<file path="src/rtl/br_elastic.sv">
// In-order elastic buffer of SLOTS entries on one valid/ready channel, with optional bypass while empty.
// Latency: 1 cycle when TRANSPARENT=0; 0 cycles when TRANSPARENT=1 and the buffer is empty.
// Backpressure: ins_ready drops only when full and outs_ready is low; when full, input is taken in the cycle the head drains.
module br_elastic #(
    parameter int DATA_WIDTH  = 32,
    parameter int SLOTS       = 2,
    parameter bit TRANSPARENT = 1'b0
) (
    input  logic                         clk,
    input  logic                         rst,
    input  logic [DATA_WIDTH-1:0]        ins,
    input  logic                         ins_valid,
    output logic                         ins_ready,
    output logic [DATA_WIDTH-1:0]        outs,
    output logic                         outs_valid,
    input  logic                         outs_ready,
    output logic [$clog2(SLOTS+1)-1:0]   occupancy
);
    localparam int PW = (SLOTS > 1) ? $clog2(SLOTS) : 1;
    localparam int CW = $clog2(SLOTS + 1);

    logic [DATA_WIDTH-1:0] mem [SLOTS];
    logic [PW-1:0]         head;
    logic [PW-1:0]         tail;
    logic [CW-1:0]         count;

    logic empty;
    logic full;
    logic bypass;
    logic in_fire;
    logic out_fire;
    logic wr_en;
    logic rd_en;

    // Explicit compare-and-clear so non-power-of-two depths wrap at SLOTS-1.
    function automatic logic [PW-1:0] ptr_next(input logic [PW-1:0] p);
        return (p == PW'(SLOTS - 1)) ? '0 : p + PW'(1);
    endfunction

    always_comb begin
        empty      = (count == '0);
        full       = (count == CW'(SLOTS));
        bypass     = TRANSPARENT && empty;
        ins_ready  = !rst && (!full || outs_ready);
        outs_valid = !rst && (bypass ? ins_valid : !empty);
        outs       = bypass ? ins : mem[head];
        occupancy  = rst ? '0 : count;
        in_fire    = ins_valid && ins_ready;
        out_fire   = outs_valid && outs_ready;
        // A bypassed token that is consumed immediately never touches storage.
        wr_en      = in_fire && !(bypass && outs_ready);
        rd_en      = out_fire && !bypass;
    end

    always_ff @(posedge clk) begin
        if (rst) begin
            head  <= '0;
            tail  <= '0;
            count <= '0;
        end else begin
            if (wr_en) tail <= ptr_next(tail);
            if (rd_en) head <= ptr_next(head);
            case ({wr_en, rd_en})
                2'b10:   count <= count + CW'(1);
                2'b01:   count <= count - CW'(1);
                default: count <= count;
            endcase
        end
    end

    always_ff @(posedge clk) begin
        if (wr_en) mem[tail] <= ins;
    end
endmodule

</file>
<file path="config.mk">
export PLATFORM = sky130hd
export DESIGN_NAME = br_elastic
export DESIGN_NICKNAME = d
export VERILOG_FILES = /design/src/rtl/br_elastic.sv
export SDC_FILE = /design/constraint.sdc
export NUM_CORES = 1
export LEC_CHECK = 0
export BUFFER_PORTS_ARGS = -buffer_cell sky130_fd_sc_hd__clkbuf_2
export CAP_MARGIN = 30
export CORE_UTILIZATION = 30
export CTS_CLUSTER_SIZE = 10
export DETAILED_ROUTE_END_ITERATION = 10
export PLACE_DENSITY_LB_ADDON = 0.1
export SLEW_MARGIN = 10
export SYNTH_ARGS = -nofsm -noshare
export SYNTH_HDL_FRONTEND = slang
export SYNTH_SLANG_ARGS = --single-unit
</file>
<file path="constraint.sdc">
create_clock -name clk -period 3.5 [get_ports clk]
set_clock_uncertainty 0.2 [all_clocks]
set_input_delay 0.175 -clock clk [delete_from_list [all_inputs] [get_ports clk]]
set_output_delay 0.175 -clock clk [all_outputs]
set_load 0.01 [all_outputs]
</file>
Yosys cells after proc, flatten, opt, wreduce, memory -nomap -nowiden
Memory sizes are Yosys's and may differ from the RTL's. A register that Yosys moved wholly into a read port is not among the register bits.
Index checks and enable logic that the tools add are counted.

word-level totals
  output and inout bits = 36
  register bits = 4
  memories = 1
  input bits = 36
  memory bits (writable) = 64

memories
  name  depth  bits a word  read ports  clocked after memory_dff  wr ports  line  RTL
  mem   2      32           1           1                         1         22    logic [DATA_WIDTH-1:0] mem [SLOTS];

cells by class
  reduce and logical (&&, ||, !) cells = 10
  muxes and demuxes = 8
  $add $sub $neg = 4
  eq/ne operators = 3

operators with widths
  operator               number
  $mux W1                6
  $eq A2 B2 Y1 const B   2
  $logic_and A1 B1 Y1    4
  $pmux W2 S2            1
  $logic_not A1 Y1       3
  $add A1 B1 Y1 const B  2
  $add A2 B1 Y2 const B  1
  $eq A2 B1 Y1 const B   1
  $logic_not A2 Y1       1
  $mux W2                1
  $reduce_bool A2 Y1     1
  $sub A2 B1 Y2 const B  1
  $logic_or A1 B1 Y1     1

Longest topological paths before layout
  depth in word-level cells = 7
  depth in mapped cells = 7
  depth with buffers taken out = 7

Worst setup path before layout
Ideal clock, no wire load.

  kind = register -> register
  from = register count[0]
  to = memory mem[0][0] (enable)
  required time = 2.879 ns
  cell stages (with the launch flop) = 4
  setup time = 0.421 ns
  period minus slack after synthesis = 2.708 ns
  setup slack = 0.792 ns
  arrival time = 2.087 ns
  cells stage by stage = dfxtp_1 -> or3b_4 -> nand3b_1 -> nor2_1

between the ends
  cells in the longest elaborated chain, start to end = 7

ends and longest elaborated chain
  item                           line  RTL
  start: declaration             25    logic [CW-1:0] count;
  start signal: assignment       64    2'b10: count <= count + CW'(1);
  start signal: assignment       65    2'b01: count <= count - CW'(1);
  start signal: assignment       66    default: count <= count;
  $eq A2 B2 Y1                   42    full = (count == CW'(SLOTS));
  $logic_not A1 Y1               44    ins_ready = !rst && (!full || outs_ready);
  $logic_or A1 B1 Y1             44
  $logic_and A1 B1 Y1            44
  $logic_and A1 B1 Y1            48    in_fire = ins_valid && ins_ready;
  $mux W1                        72    if (wr_en) mem[tail] <= ins;
  $mux W1 (not written as such)  72
  end: declaration               22

No other way between the ends.

==> impl_metrics.env <==
export IMPL_finalSetupViolCount=0
export IMPL_place_gp_congestion=0.682
export IMPL_synth_top_family_by_area="multiplexers"
export IMPL_maxCapViolations=0
export IMPL_worstPathArrival_ps=1970
export IMPL_syn_area_sq_mm=0.00256
export IMPL_htree_levels=3
export IMPL_dominantRegCellSynth="edfxtp_1"
export IMPL_dieArea_sq_mm=0.00892
export IMPL_hp_start="outs_ready"
export IMPL_tightest_slew_ps=614
export IMPL_synth_compound_area_share_pct=1.32
export IMPL_startpoint_type="flop"
export IMPL_postLayoutCellArea_sq_mm=0.00363
export IMPL_synthTopCellsByCount="edfxtp_1, mux2_2, nor2_1"
export IMPL_drc=0
export IMPL_grt_overflow_total=0
export IMPL_fin_util_pct=44.0
export IMPL_rrSetupSlack_ps=1260
export IMPL_ff2ff_path_depth=5
export IMPL_drive_gt1_share_pct=49.2
export IMPL_fin_crit_ps=2350
export IMPL_clkLatencyLatePin_ps=330
export IMPL_ys_seq_elements=69
export IMPL_whs_ps=25.4
export IMPL_synthXorXnorAreaFrac_pct=1.03
export IMPL_maxSlewHeadroom_pct=59.0
export IMPL_synth_fa_ha_area_share_pct=0.488
export IMPL_synth_cells=130
export IMPL_fp_dieW_microns=94.4
export IMPL_worstReg2RegEnd="count[1]$_SDFFE_PP0P_"
export IMPL_via_per_inst=4.32
export IMPL_yosys_area_share_simple_pct=3.17
export IMPL_hp_class="primary input to flop"
export IMPL_power_density_mw_per_mm2=515
export IMPL_num_antenna_cells=0
export IMPL_dp_cells=302
export IMPL_first_pass_iters=4
export IMPL_hold_depth=4
export IMPL_nFillCells=766
export IMPL_power_leakage_nw=1.38
export IMPL_r2r_start="count[1]$_SDFFE_PP0P_"
export IMPL_drtAntennaViolNets=0
export IMPL_peakVddDrop_uv=188
export IMPL_fin_nets=280
export IMPL_path_class="flop to primary output"
export IMPL_yosysWarnings=0
export IMPL_layout_cells_non_filler=353
export IMPL_wl_per_cell_microns=13.6
export IMPL_multi_input_area_sq_um=529
export IMPL_synth_cell_type_count=20
export IMPL_antenna_found_initial=0
export IMPL_yosys_mux_area_fraction_pct=14.1
export IMPL_synth_area_leaders="edfxtp_1, mux2_2, dfxtp_1, nor2_1, mux2_1"
export IMPL_dpl_cell_area_sq_mm=0.00305
export IMPL_synth_edf_count=64
export IMPL_yosys_area_top_type="edfxtp_1"
export IMPL_ys_async_sr_fraction_pct=0
export IMPL_register_area_sq_mm=0.00202
export IMPL_cp_required_ps=3120
export IMPL_drt_iter0_drc=32
export IMPL_start_util_pct=31.0
export IMPL_post_cts_buffers=0
export IMPL_root_buffer="clkbuf_8"
export IMPL_seq_area_frac_synth_pct=78.9
export IMPL_clkSlewWorstSetupHoldPaths_ps=60
export IMPL_clock_path_buffers=2
export IMPL_grt_pass1_vias=1521
export IMPL_clock_fmax_ghz=0.426
export IMPL_grt_max_degree=33
export IMPL_dr_total_vias=1524
export IMPL_numCtsBuffers=9
export IMPL_grt_pass1_wl_microns=6930
export IMPL_syn_to_final_growth_pct=41.7
export IMPL_crit_path_end_kind="primary output"
export IMPL_synth_top_area_share_pct=75.0
export IMPL_cts_tree="yes"
export IMPL_grtUsageTotal_pct=10.9
export IMPL_cp_max_fo=20
export IMPL_synth_nets=167
export IMPL_yosys_cell_count_top_type="edfxtp_1"
export IMPL_fin_setup_tns_ps=0
export IMPL_drt_total_wl_microns=4810
export IMPL_dp_hpwl_microns=3080
export IMPL_grt_setup_unrepaired="no"
export IMPL_die_h_microns=94.4
export IMPL_io_buffers=71
export IMPL_period_share_pct=67.0
export IMPL_finalMaxSlewViolations=0
export IMPL_clkSinkCount=69
export IMPL_rows=33
export IMPL_outcome="finished, final reports clean"
export IMPL_final_hold_violation_count=0
export IMPL_coreArea_sq_mm=0.00826
export IMPL_synth_avg_cell_area_sq_um=19.7
export IMPL_io_pins=72
==> power breakdown <==
part / internal [mW] / switching, mW / leakage, nW
registers: 0.941 / 0.0203 / 0.629
clock network: 0.394 / 0.274 / 0.105
logic: 0.130 / 0.112 / 0.642
==> final cells by class <==
cell class	count	area share, %
flip-flops and latches	69	55.7
repair buffers	107	20.4
multi-input cells	55	14.6
well taps	105	3.62
clock buffers	10	3.51
clock inverters	6	2.14
inverters	1	0.103
==> how the worst max path moves through the flow <==
stage                                      from                   end  slack, ps
after floorplan           count[0]$_SDFFE_PP0P_   mem[0][0]$_DFFE_PP_        790
after global placement    count[0]$_SDFFE_PP0P_   mem[0][2]$_DFFE_PP_       1300
after detailed placement  count[0]$_SDFFE_PP0P_  mem[1][11]$_DFFE_PP_       1190
after CTS                                  flop              outs[12]       1090
after global routing                       flop               outs[0]       1030
final                                      flop               outs[0]       1150
==> worst max-delay path: stages (launching register included) <==
cell and delay (ps):
dfxtp_1 710, buf_4 410, mux2_2 390, clkbuf_2 130
==> per-stage QoR <==
step           setup WS, ps  power, mW
6_report               1150       1.87
4_1_cts                1090       1.89
2_1_floorplan           792       1.10
5_1_grt                1030       1.94
3_5_place_dp           1190       1.19
3_3_place_gp           1300       1.18
==> cells in the final DEF (no fill, tap or decap) <==
cell type,instances
edfxtp_1,64
nand3b_1,1
or4_1,1
dfxtp_1,5
o21ai_0,2
inv_1,1
xnor2_1,1
clkbuf_1,1
bufinv_16,2
nand2_1,1
clkinv_2,2
buf_16,1
a211oi_2,1
clkbuf_2,71
and2_1,1
nor2b_1,3
or3b_4,1
dlygate4sd3_1,33
o21bai_2,1
clkinv_1,2
clkbuf_8,9
mux2_1,2
nor2_1,5
mux2_2,30
buf_12,1
nor2_4,2
xor2_1,2
buf_4,1
ha_1,1
==> kinds of logic (layout without fill, tap and decap cells) <==
family	after synthesis	in the layout
AND/OR/NAND/NOR	15	15
flip-flops	69	69
buffers and inverters	6	124
adder cells (fa/ha/maj)	1	1
multiplexers	32	32
AO/OA/AOI/OAI	4	4
XOR/XNOR	3	3
==> state kept, by name, indices dropped and copies added (netlist names), named ones only <==
signal and flops:
count 2, mem 64, head 1, tail 1
==> metal layers <==
layer / track usage, % / vias to the layer above / part of all wire, %
li1: - / 728 / -
met3: 3.06 / 9 / 4.8
met1: 12.1 / 747 / 42
met2: 18.7 / 40 / 52
met4: 6.15 / 0 / 1.4
met5: 0 / - / 0
==> repair_timing <==
item	CTS	global route
setup endpoints to repair	0	0
hold endpoints to repair	67	0
hold buffers	33	0
gates resized for setup	0	0
Note: power is estimated with default switching activity, not from simulation.
